`src/rtl/eth_frame_src_pkg.sv`:
```
// rtl/eth_frame_src_pkg.sv - shared state type, EtherType constants and last-beat keep helper
package eth_frame_src_pkg;

  typedef enum logic [1:0] {
    ST_IDLE    = 2'd0,
    ST_HDR     = 2'd1,
    ST_PAYLOAD = 2'd2,
    ST_GAP     = 2'd3
  } state_t;

  localparam logic [15:0] ETH_TYPE_IPV4 = 16'h0800;
  localparam logic [15:0] ETH_TYPE_ARP  = 16'h0806;

  // Keep mask of the final beat; a zero remainder means the final beat is full.
  function automatic logic [7:0] last_keep_mask(input logic [15:0] len, input int kw);
    logic [7:0] mask;
    int rem;
    rem  = int'(len) % kw;
    mask = '0;
    for (int i = 0; i < 8; i++) begin
      mask[i] = (i < kw) && ((rem == 0) || (i < rem));
    end
    return mask;
  endfunction

endpackage

```
`src/rtl/eth_frame_src_buf.sv`:
```
// rtl/eth_frame_src_buf.sv - DEPTH x DATA_WIDTH simple dual-port payload RAM, registered read
module eth_frame_src_buf #(
  parameter int DEPTH      = 16,
  parameter int DATA_WIDTH = 64,
  localparam int AW        = $clog2(DEPTH)
) (
  input  logic                  clk,
  input  logic                  wr_en,
  input  logic [AW-1:0]         wr_addr,
  input  logic [DATA_WIDTH-1:0] wr_data,
  input  logic [AW-1:0]         rd_addr,
  output logic [DATA_WIDTH-1:0] rd_data
);

  logic [DATA_WIDTH-1:0] mem_q [DEPTH];
  logic [DATA_WIDTH-1:0] rd_data_q;

  always_ff @(posedge clk) begin
    if (wr_en) begin
      mem_q[wr_addr] <= wr_data;
    end
    rd_data_q <= mem_q[rd_addr];
  end

  assign rd_data = rd_data_q;

endmodule

```
`src/rtl/eth_frame_src.sv`:
```
// rtl/eth_frame_src.sv - command-driven Ethernet header + buffered payload stream source
// Optional ETH_FRAME_SRC_TUSER_INJECT_EN adds cmd_bad, reported on tuser of the last beat.
module eth_frame_src
  import eth_frame_src_pkg::*;
#(
  parameter int DATA_WIDTH = 64,
  parameter int KEEP_WIDTH = DATA_WIDTH / 8,
  parameter int DEPTH      = 16,
  parameter int IFG_CYCLES = 2
) (
  input  logic                  clk,
  input  logic                  rst,
  input  logic                  wr_en,
  input  logic [DATA_WIDTH-1:0] wr_data,
  input  logic                  cmd_valid,
  output logic                  cmd_ready,
  input  logic [47:0]           cmd_dest_mac,
  input  logic [47:0]           cmd_src_mac,
  input  logic [15:0]           cmd_eth_type,
  input  logic [15:0]           cmd_len,
`ifdef ETH_FRAME_SRC_TUSER_INJECT_EN
  input  logic                  cmd_bad,
`endif
  output logic                  m_eth_hdr_valid,
  input  logic                  m_eth_hdr_ready,
  output logic [47:0]           m_eth_dest_mac,
  output logic [47:0]           m_eth_src_mac,
  output logic [15:0]           m_eth_type,
  output logic [DATA_WIDTH-1:0] m_eth_payload_axis_tdata,
  output logic [KEEP_WIDTH-1:0] m_eth_payload_axis_tkeep,
  output logic                  m_eth_payload_axis_tvalid,
  input  logic                  m_eth_payload_axis_tready,
  output logic                  m_eth_payload_axis_tlast,
  output logic                  m_eth_payload_axis_tuser,
  output logic                  busy,
  output logic [15:0]           frame_count,
  output logic                  err_len,
  output logic                  err_ovf
);

  localparam int          AW       = $clog2(DEPTH);
  localparam int          KW_LOG   = $clog2(KEEP_WIDTH);
  localparam logic [31:0] MAX_LEN  = 32'(DEPTH * KEEP_WIDTH);
  localparam logic [AW:0] PTR_FULL = (AW + 1)'(DEPTH);
  localparam logic [3:0]  GAP_LAST = 4'(IFG_CYCLES - 1);

  state_t                state_q, state_d;
  logic [47:0]           dest_q, dest_d, src_q, src_d;
  logic [15:0]           type_q, type_d, len_q, len_d;
  logic [AW-1:0]         last_idx_q, last_idx_d, beat_q, beat_d;
  logic [3:0]            gap_q, gap_d;
  logic [AW:0]           wr_ptr_q, wr_ptr_d;
  logic [15:0]           frame_count_q, frame_count_d;
  logic                  err_len_q, err_len_d, err_ovf_q, err_ovf_d;
  logic                  hdr_valid_q, hdr_valid_d, tvalid_q, tvalid_d;
  logic                  tlast_q, tlast_d, tuser_q, tuser_d;
  logic [KEEP_WIDTH-1:0] tkeep_q, tkeep_d;
  logic                  cmd_ready_q, cmd_ready_d, busy_q, busy_d;
  logic                  bad_q;

  logic                  accept, len_ok, hdr_hs, beat_hs, wr_do;
  logic [AW-1:0]         beat_nxt, rd_addr;
  logic [KEEP_WIDTH-1:0] keep_last;
  logic [DATA_WIDTH-1:0] rd_data;

`ifdef ETH_FRAME_SRC_TUSER_INJECT_EN
  logic bad_d;
  always_comb begin
    bad_d = bad_q;
    if (accept && len_ok) begin
      bad_d = cmd_bad;
    end
  end
  always_ff @(posedge clk) begin
    if (!rst) bad_q <= 1'b0;
    else      bad_q <= bad_d;
  end
`else
  assign bad_q = 1'b0;
`endif

  assign accept    = cmd_valid && cmd_ready_q;
  assign len_ok    = (cmd_len != 16'd0) && ({16'd0, cmd_len} <= MAX_LEN);
  assign hdr_hs    = hdr_valid_q && m_eth_hdr_ready;
  assign beat_hs   = tvalid_q && m_eth_payload_axis_tready;
  assign wr_do     = (state_q == ST_IDLE) && wr_en && (wr_ptr_q != PTR_FULL);
  assign beat_nxt  = beat_q + AW'(1);
  assign keep_last = KEEP_WIDTH'(last_keep_mask(len_q, KEEP_WIDTH));

  always_comb begin
    state_d       = state_q;
    dest_d        = dest_q;
    src_d         = src_q;
    type_d        = type_q;
    len_d         = len_q;
    last_idx_d    = last_idx_q;
    beat_d        = beat_q;
    gap_d         = gap_q;
    wr_ptr_d      = wr_ptr_q;
    frame_count_d = frame_count_q;
    err_len_d     = 1'b0;
    err_ovf_d     = err_ovf_q;
    hdr_valid_d   = hdr_valid_q;
    tvalid_d      = tvalid_q;
    tlast_d       = tlast_q;
    tkeep_d       = tkeep_q;
    tuser_d       = tuser_q;
    rd_addr       = '0;

    if (wr_do) begin
      wr_ptr_d = wr_ptr_q + (AW + 1)'(1);
    end
    if ((state_q == ST_IDLE) && wr_en && (wr_ptr_q == PTR_FULL)) begin
      err_ovf_d = 1'b1;
    end

    // The RAM address always tracks the beat presented next cycle, so rd_data
    // already holds the current beat and handshakes can run back-to-back.
    case (state_q)
      ST_IDLE: begin
        if (accept) begin
          wr_ptr_d = '0;
          if (len_ok) begin
            dest_d      = cmd_dest_mac;
            src_d       = cmd_src_mac;
            type_d      = cmd_eth_type;
            len_d       = cmd_len;
            last_idx_d  = AW'((cmd_len - 16'd1) >> KW_LOG);
            beat_d      = '0;
            hdr_valid_d = 1'b1;
            state_d     = ST_HDR;
          end else begin
            err_len_d = 1'b1;
          end
        end
      end
      ST_HDR: begin
        if (hdr_hs) begin
          hdr_valid_d = 1'b0;
          tvalid_d    = 1'b1;
          tlast_d     = (last_idx_q == '0);
          tkeep_d     = (last_idx_q == '0) ? keep_last : '1;
          tuser_d     = (last_idx_q == '0) && bad_q;
          state_d     = ST_PAYLOAD;
        end
      end
      ST_PAYLOAD: begin
        rd_addr = beat_q;
        if (beat_hs) begin
          if (tlast_q) begin
            tvalid_d      = 1'b0;
            tlast_d       = 1'b0;
            tuser_d       = 1'b0;
            frame_count_d = frame_count_q + 16'd1;
            gap_d         = '0;
            state_d       = (IFG_CYCLES == 0) ? ST_IDLE : ST_GAP;
          end else begin
            beat_d  = beat_nxt;
            rd_addr = beat_nxt;
            tlast_d = (beat_nxt == last_idx_q);
            tkeep_d = (beat_nxt == last_idx_q) ? keep_last : '1;
            tuser_d = (beat_nxt == last_idx_q) && bad_q;
          end
        end
      end
      ST_GAP: begin
        if (gap_q == GAP_LAST) begin
          state_d = ST_IDLE;
        end else begin
          gap_d = gap_q + 4'd1;
        end
      end
      default: state_d = ST_IDLE;
    endcase

    cmd_ready_d = (state_d == ST_IDLE);
    busy_d      = (state_d != ST_IDLE);
  end

  always_ff @(posedge clk) begin
    if (!rst) begin
      state_q       <= ST_IDLE;
      dest_q        <= '0;
      src_q         <= '0;
      type_q        <= '0;
      len_q         <= '0;
      last_idx_q    <= '0;
      beat_q        <= '0;
      gap_q         <= '0;
      wr_ptr_q      <= '0;
      frame_count_q <= '0;
      err_len_q     <= 1'b0;
      err_ovf_q     <= 1'b0;
      hdr_valid_q   <= 1'b0;
      tvalid_q      <= 1'b0;
      tlast_q       <= 1'b0;
      tkeep_q       <= '0;
      tuser_q       <= 1'b0;
      cmd_ready_q   <= 1'b1;
      busy_q        <= 1'b0;
    end else begin
      state_q       <= state_d;
      dest_q        <= dest_d;
      src_q         <= src_d;
      type_q        <= type_d;
      len_q         <= len_d;
      last_idx_q    <= last_idx_d;
      beat_q        <= beat_d;
      gap_q         <= gap_d;
      wr_ptr_q      <= wr_ptr_d;
      frame_count_q <= frame_count_d;
      err_len_q     <= err_len_d;
      err_ovf_q     <= err_ovf_d;
      hdr_valid_q   <= hdr_valid_d;
      tvalid_q      <= tvalid_d;
      tlast_q       <= tlast_d;
      tkeep_q       <= tkeep_d;
      tuser_q       <= tuser_d;
      cmd_ready_q   <= cmd_ready_d;
      busy_q        <= busy_d;
    end
  end

  eth_frame_src_buf #(
    .DEPTH      (DEPTH),
    .DATA_WIDTH (DATA_WIDTH)
  ) u_buf (
    .clk     (clk),
    .wr_en   (wr_do),
    .wr_addr (wr_ptr_q[AW-1:0]),
    .wr_data (wr_data),
    .rd_addr (rd_addr),
    .rd_data (rd_data)
  );

  assign cmd_ready                 = cmd_ready_q;
  assign m_eth_hdr_valid           = hdr_valid_q;
  assign m_eth_dest_mac            = dest_q;
  assign m_eth_src_mac             = src_q;
  assign m_eth_type                = type_q;
  assign m_eth_payload_axis_tdata  = rd_data;
  assign m_eth_payload_axis_tkeep  = tkeep_q;
  assign m_eth_payload_axis_tvalid = tvalid_q;
  assign m_eth_payload_axis_tlast  = tlast_q;
  assign m_eth_payload_axis_tuser  = tuser_q;
  assign busy                      = busy_q;
  assign frame_count               = frame_count_q;
  assign err_len                   = err_len_q;
  assign err_ovf                   = err_ovf_q;

endmodule

```
`config.mk`:
```
export PLATFORM = sky130hd
export DESIGN_NAME = eth_frame_src
export DESIGN_NICKNAME = d
export VERILOG_FILES = /design/src/rtl/eth_frame_src_pkg.sv /design/src/rtl/eth_frame_src_buf.sv /design/src/rtl/eth_frame_src.sv
export SDC_FILE = /design/constraint.sdc
export NUM_CORES = 2
export LEC_CHECK = 0
export ABC_AREA = 1
export ABC_CLOCK_PERIOD_IN_PS = 9450
export BUFFER_PORTS_ARGS = -buffer_cell sky130_fd_sc_hd__buf_2
export CORE_MARGIN = 1.5
export CORE_UTILIZATION = 49
export CTS_CLUSTER_SIZE = 10
export DETAILED_ROUTE_END_ITERATION = 7
export PLACE_DENSITY_LB_ADDON = 0.3
export SLEW_MARGIN = 5
export SYNTH_ARGS = -nofsm -noshare
export SYNTH_HDL_FRONTEND = slang
export SYNTH_SLANG_ARGS = --single-unit
```
`constraint.sdc`:
```
create_clock -name clk -period 9.45 [get_ports clk]
set_input_delay 0.4725 -clock clk [delete_from_list [all_inputs] [get_ports clk]]
set_output_delay 0.4725 -clock clk [all_outputs]
set_load 0.01 [all_outputs]
```
==> metrics.md <==
| Metric | Value |
|---|---|
| Outcome | complete, no violations |
| Routed Antenna Nets | 0 |
| Pin count of the biggest net entering global routing | 229 |
| Average size of a mapped cell | just over 10 sq um |
| Die Area | approximately 110,000 sq um |
| # port buffers | 404 |
| Most frequent cells in the layout | inv_1 (1,085), edfxtp_1 (1,024), nand3_1 (919) |
| Chip Height | around 330 um |
| Hold crit path type | input pin to register |
| Post-synthesis cell type count | 38 |
| Mux share of post-synthesis cell area | 0% |
| Aggregate global-route resource usage | 26.6% |
| Max-Cap Viols | 0 |
| Tmin final | between 4 and 5 ns |
| Final Wtd Congestion | 0.800 |
| Startpoint types | register |
| Fmax | ~0.24 GHz |
| Slowest CP cell | nand3_4 |
| Post-synth EDFFs | 1,024 |
| Post-Synthesis Cells | around 5,300 |
| Setup CP Type | register to register |
| Data arrival, critical path | ~4.9 ns |
| H-Tree Depth | 4 |
| Final cell count without fillers | slightly above 7,000 |
| Placed instance area | between 50,000 and 60,000 sq um |
| Synth-to-Final Area Change | 14.9% |
| Initial antenna violation count | 23 |
| CTS buffer count | approximately 150 |
| Io pins | between 400 and 500 |
| Fin area | roughly 62,000 sq um |
| Buf/Inv on CP | 2 |
| Layout cells sized above 1 | a little under an eighth |
| Register area share after synthesis | 65.6% |
| Final Power | between 10,000 and 15,000 uW |
| Simple-gate portion of the synthesized area | around 22% |
| CTS Root Cell | clkbuf_16 |
| WL/cell | around 21 um |
| Finished Core Util | between 50% and 60% |
| DRC marker count from the first detailed-route iteration | between 4,000 and 5,000 |
| Clk_lat worst skew | 0.75 ns |
| P_leak | roughly 0.027 uW |
| Clock-pin slew on the worst setup and hold paths | 0.06 ns |
| Main flop type after synthesis | edfxtp_1 |
| CP Data Required Time | between 10 and 15 ns |
| Maximum root-to-sink buffer count | 3 |
| Setup TNS | 0 ns |
| Hold violation count in the final report | 0 |
| CTS tree | done |
| PwrDens | just under 200 nW/um^2 |
| Setup Skew | 0.0245 ns |
| Maximum fanout along the worst path | 228 |
| VDD IR max | roughly 0.00017 V |
| Largest family of logic cells by synthesized area | simple AND/OR/NAND/NOR gates |
| Max stage delay on crit path | 1.08 ns |
| Fraction of registers with async set/reset | 0% |
| Total grt overflow | 0 |
| Synth warn | 0 |
| Final slew viol count | 0 |
| Commonest non-fill, non-tap cell in the layout | inv_1 |
| Worst-Margin Slew | around 1.3 ns |
| Top delay family on crit path | simple AND/OR/NAND/NOR gates |
| Post-route DRC | 0 |
| Number of setup violations in the final report | 0 |
| Post-detail-place hpwl | around 73,000 um |
| Slew headroom | between 10% and 20% |
| Critical path's most frequent cell | nand3_1 |
| First-pass DRT Iterations | 6 |
| Via count | ~40,000 |
| First-pass GRT wire length | around 230,000 um |
| Die W | about 330 um |
| XOR/XNOR Fraction of Synth Area | 0.163% |
| Worst path cell trace | nand2_2 > inv_2 > nand2_2 > nand2_8 > nand3_4 > buf_12 > nand2_1 > nand3_1 > nand3_1 > nand3_1 > nand2_1 |
| Row Count | 121 |
| Critical Path End Type | register |
| Synth Cell Area | about 54,000 sq um |
| Starting Density | between 40% and 50% |
| # nets final | slightly below 6,000 |
| Syn Nets | 5,540 |
| Placed cell count | around 7,000 |
| Core area | approximately 110,000 sq um |
| Clk sinks | ~1,300 |
| Vias in the first global route | between 30,000 and 40,000 |
| Post-synthesis register bit count | 1,253 |
| Synth Area in Compound Gates | 1.65% |
| WL final | ~150,000 um |
| Final worst-path cycle share | approximately 44% |
| Post-CTS Resized | 0 |
| RSZ-0062 raised after global routing | false |
| Post-Synth Adder-Cell Area | 0.186% |
| Via density | around 5.6 |
per-stage QoR:
| stage | setup WS [ns] | hold slack [ns] |
|---|---|---|
| CTS | 5.46 | 0.00247 |
| global placement | 5.44 | 0.448 |
| floorplan | 3.65 | 0.450 |
| global route | 5.10 | 0.0463 |
| detailed placement | 5.32 | 0.459 |
| finish | 5.27 | 0.0322 |
kinds of logic (layout without fill, tap and decap cells):
kind of cell	after synthesis	count (layout)
AO/OA/AOI/OAI	172	172
other	1	14
AND/OR/NAND/NOR	2428	2428
flip-flops	1253	1253
adder cells (fa/ha/maj)	8	8
XOR/XNOR	10	10
buffers and inverters	1462	1886
tightest hold or removal path: stages:
cell and delay [ns]:
buf_2 0.11, nor2_1 0.05, nor2_1 0.08
synthesized netlist by cell type (2+ instances only):
cell | number | area share (%)
xor2_1 | 6 | 0.098
buf_4 | 4 | 0.056
a21oi_1 | 24 | 0.22
inv_2 | 7 | 0.049
a211oi_1 | 4 | 0.056
edfxtp_1 | 1024 | 57
clkbuf_1 | 140 | 0.98
dfxtp_1 | 229 | 8.5
o21ai_1 | 5 | 0.046
nor3_1 | 12 | 0.11
nand4_1 | 525 | 6.1
o21a_1 | 3 | 0.042
nand3_2 | 2 | 0.037
a31oi_1 | 2 | 0.023
buf_1 | 27 | 0.19
nand2_2 | 3 | 0.035
nor2_1 | 298 | 2.1
o31ai_1 | 2 | 0.028
nand2_4 | 2 | 0.042
buf_6 | 2 | 0.042
or2_2 | 3 | 0.035
o21ai_0 | 131 | 1.2
nand3_1 | 921 | 8.6
ha_1 | 8 | 0.19
buf_2 | 196 | 1.8
xnor2_1 | 4 | 0.065
inv_1 | 1086 | 7.6
nand2_1 | 654 | 4.6
flip-flops by register name, summed over array words and instances, names as in the netlist, 5 cells and up:
signal and count:
frame_count 16, m_eth_type 16, u_buf.mem_q 1024, u_buf.rd_data 64, m_eth_payload_axis_tkeep 8, wr_ptr_q 5, m_eth_src_mac 48, m_eth_dest_mac 48
layout make-up:
type	instances	area (sq um)
diodes	13	32.5
clock buffers	231	4050
clock inverters	11	158
fillers	8919	47100
inverters	1093	4130
multi-input cells	2619	12900
flip-flops and latches	1253	35300
well taps	1414	1770
repair buffers	551	3480
per-layer routing:
layer  wire, um  GRT usage, %  share of wire (%)
met4       6130          12.0                4.0
met2      73400          44.7                 48
met3      13200          4.66                8.7
met1      58800          33.7                 39
met5         86             0              0.057
path summary, 6_finish.rpt:
kind,to,slack [ns],cells past startpoint,from
setup / recovery,u_buf.rd_data[36]$_DFF_P_,5.27,11,m_eth_payload_axis_tvalid$_SDFFE_PN0P_
hold / removal,m_eth_src_mac[7]$_SDFFE_PN0P_,0.03,3,cmd_src_mac[7]
setup reg to reg,u_buf.rd_data[36]$_DFF_P_,5.27,11,m_eth_payload_axis_tvalid$_SDFFE_PN0P_
hold reg to reg,err_ovf$_SDFFE_PN0P_,0.47,2,err_ovf$_SDFFE_PN0P_
report_power, final:
group / switching [uW] / internal [uW]
Sequential: 70.0 / 6100
Clock: 2150 / 2920
Combinational: 586 / 219
Total: 2810 / 9240
timing repair:
item,CTS,global route
hold endpoints to repair,95,0
setup buffers,0,0
hold buffers,95,0
Power figures use the tool's default switching activity.
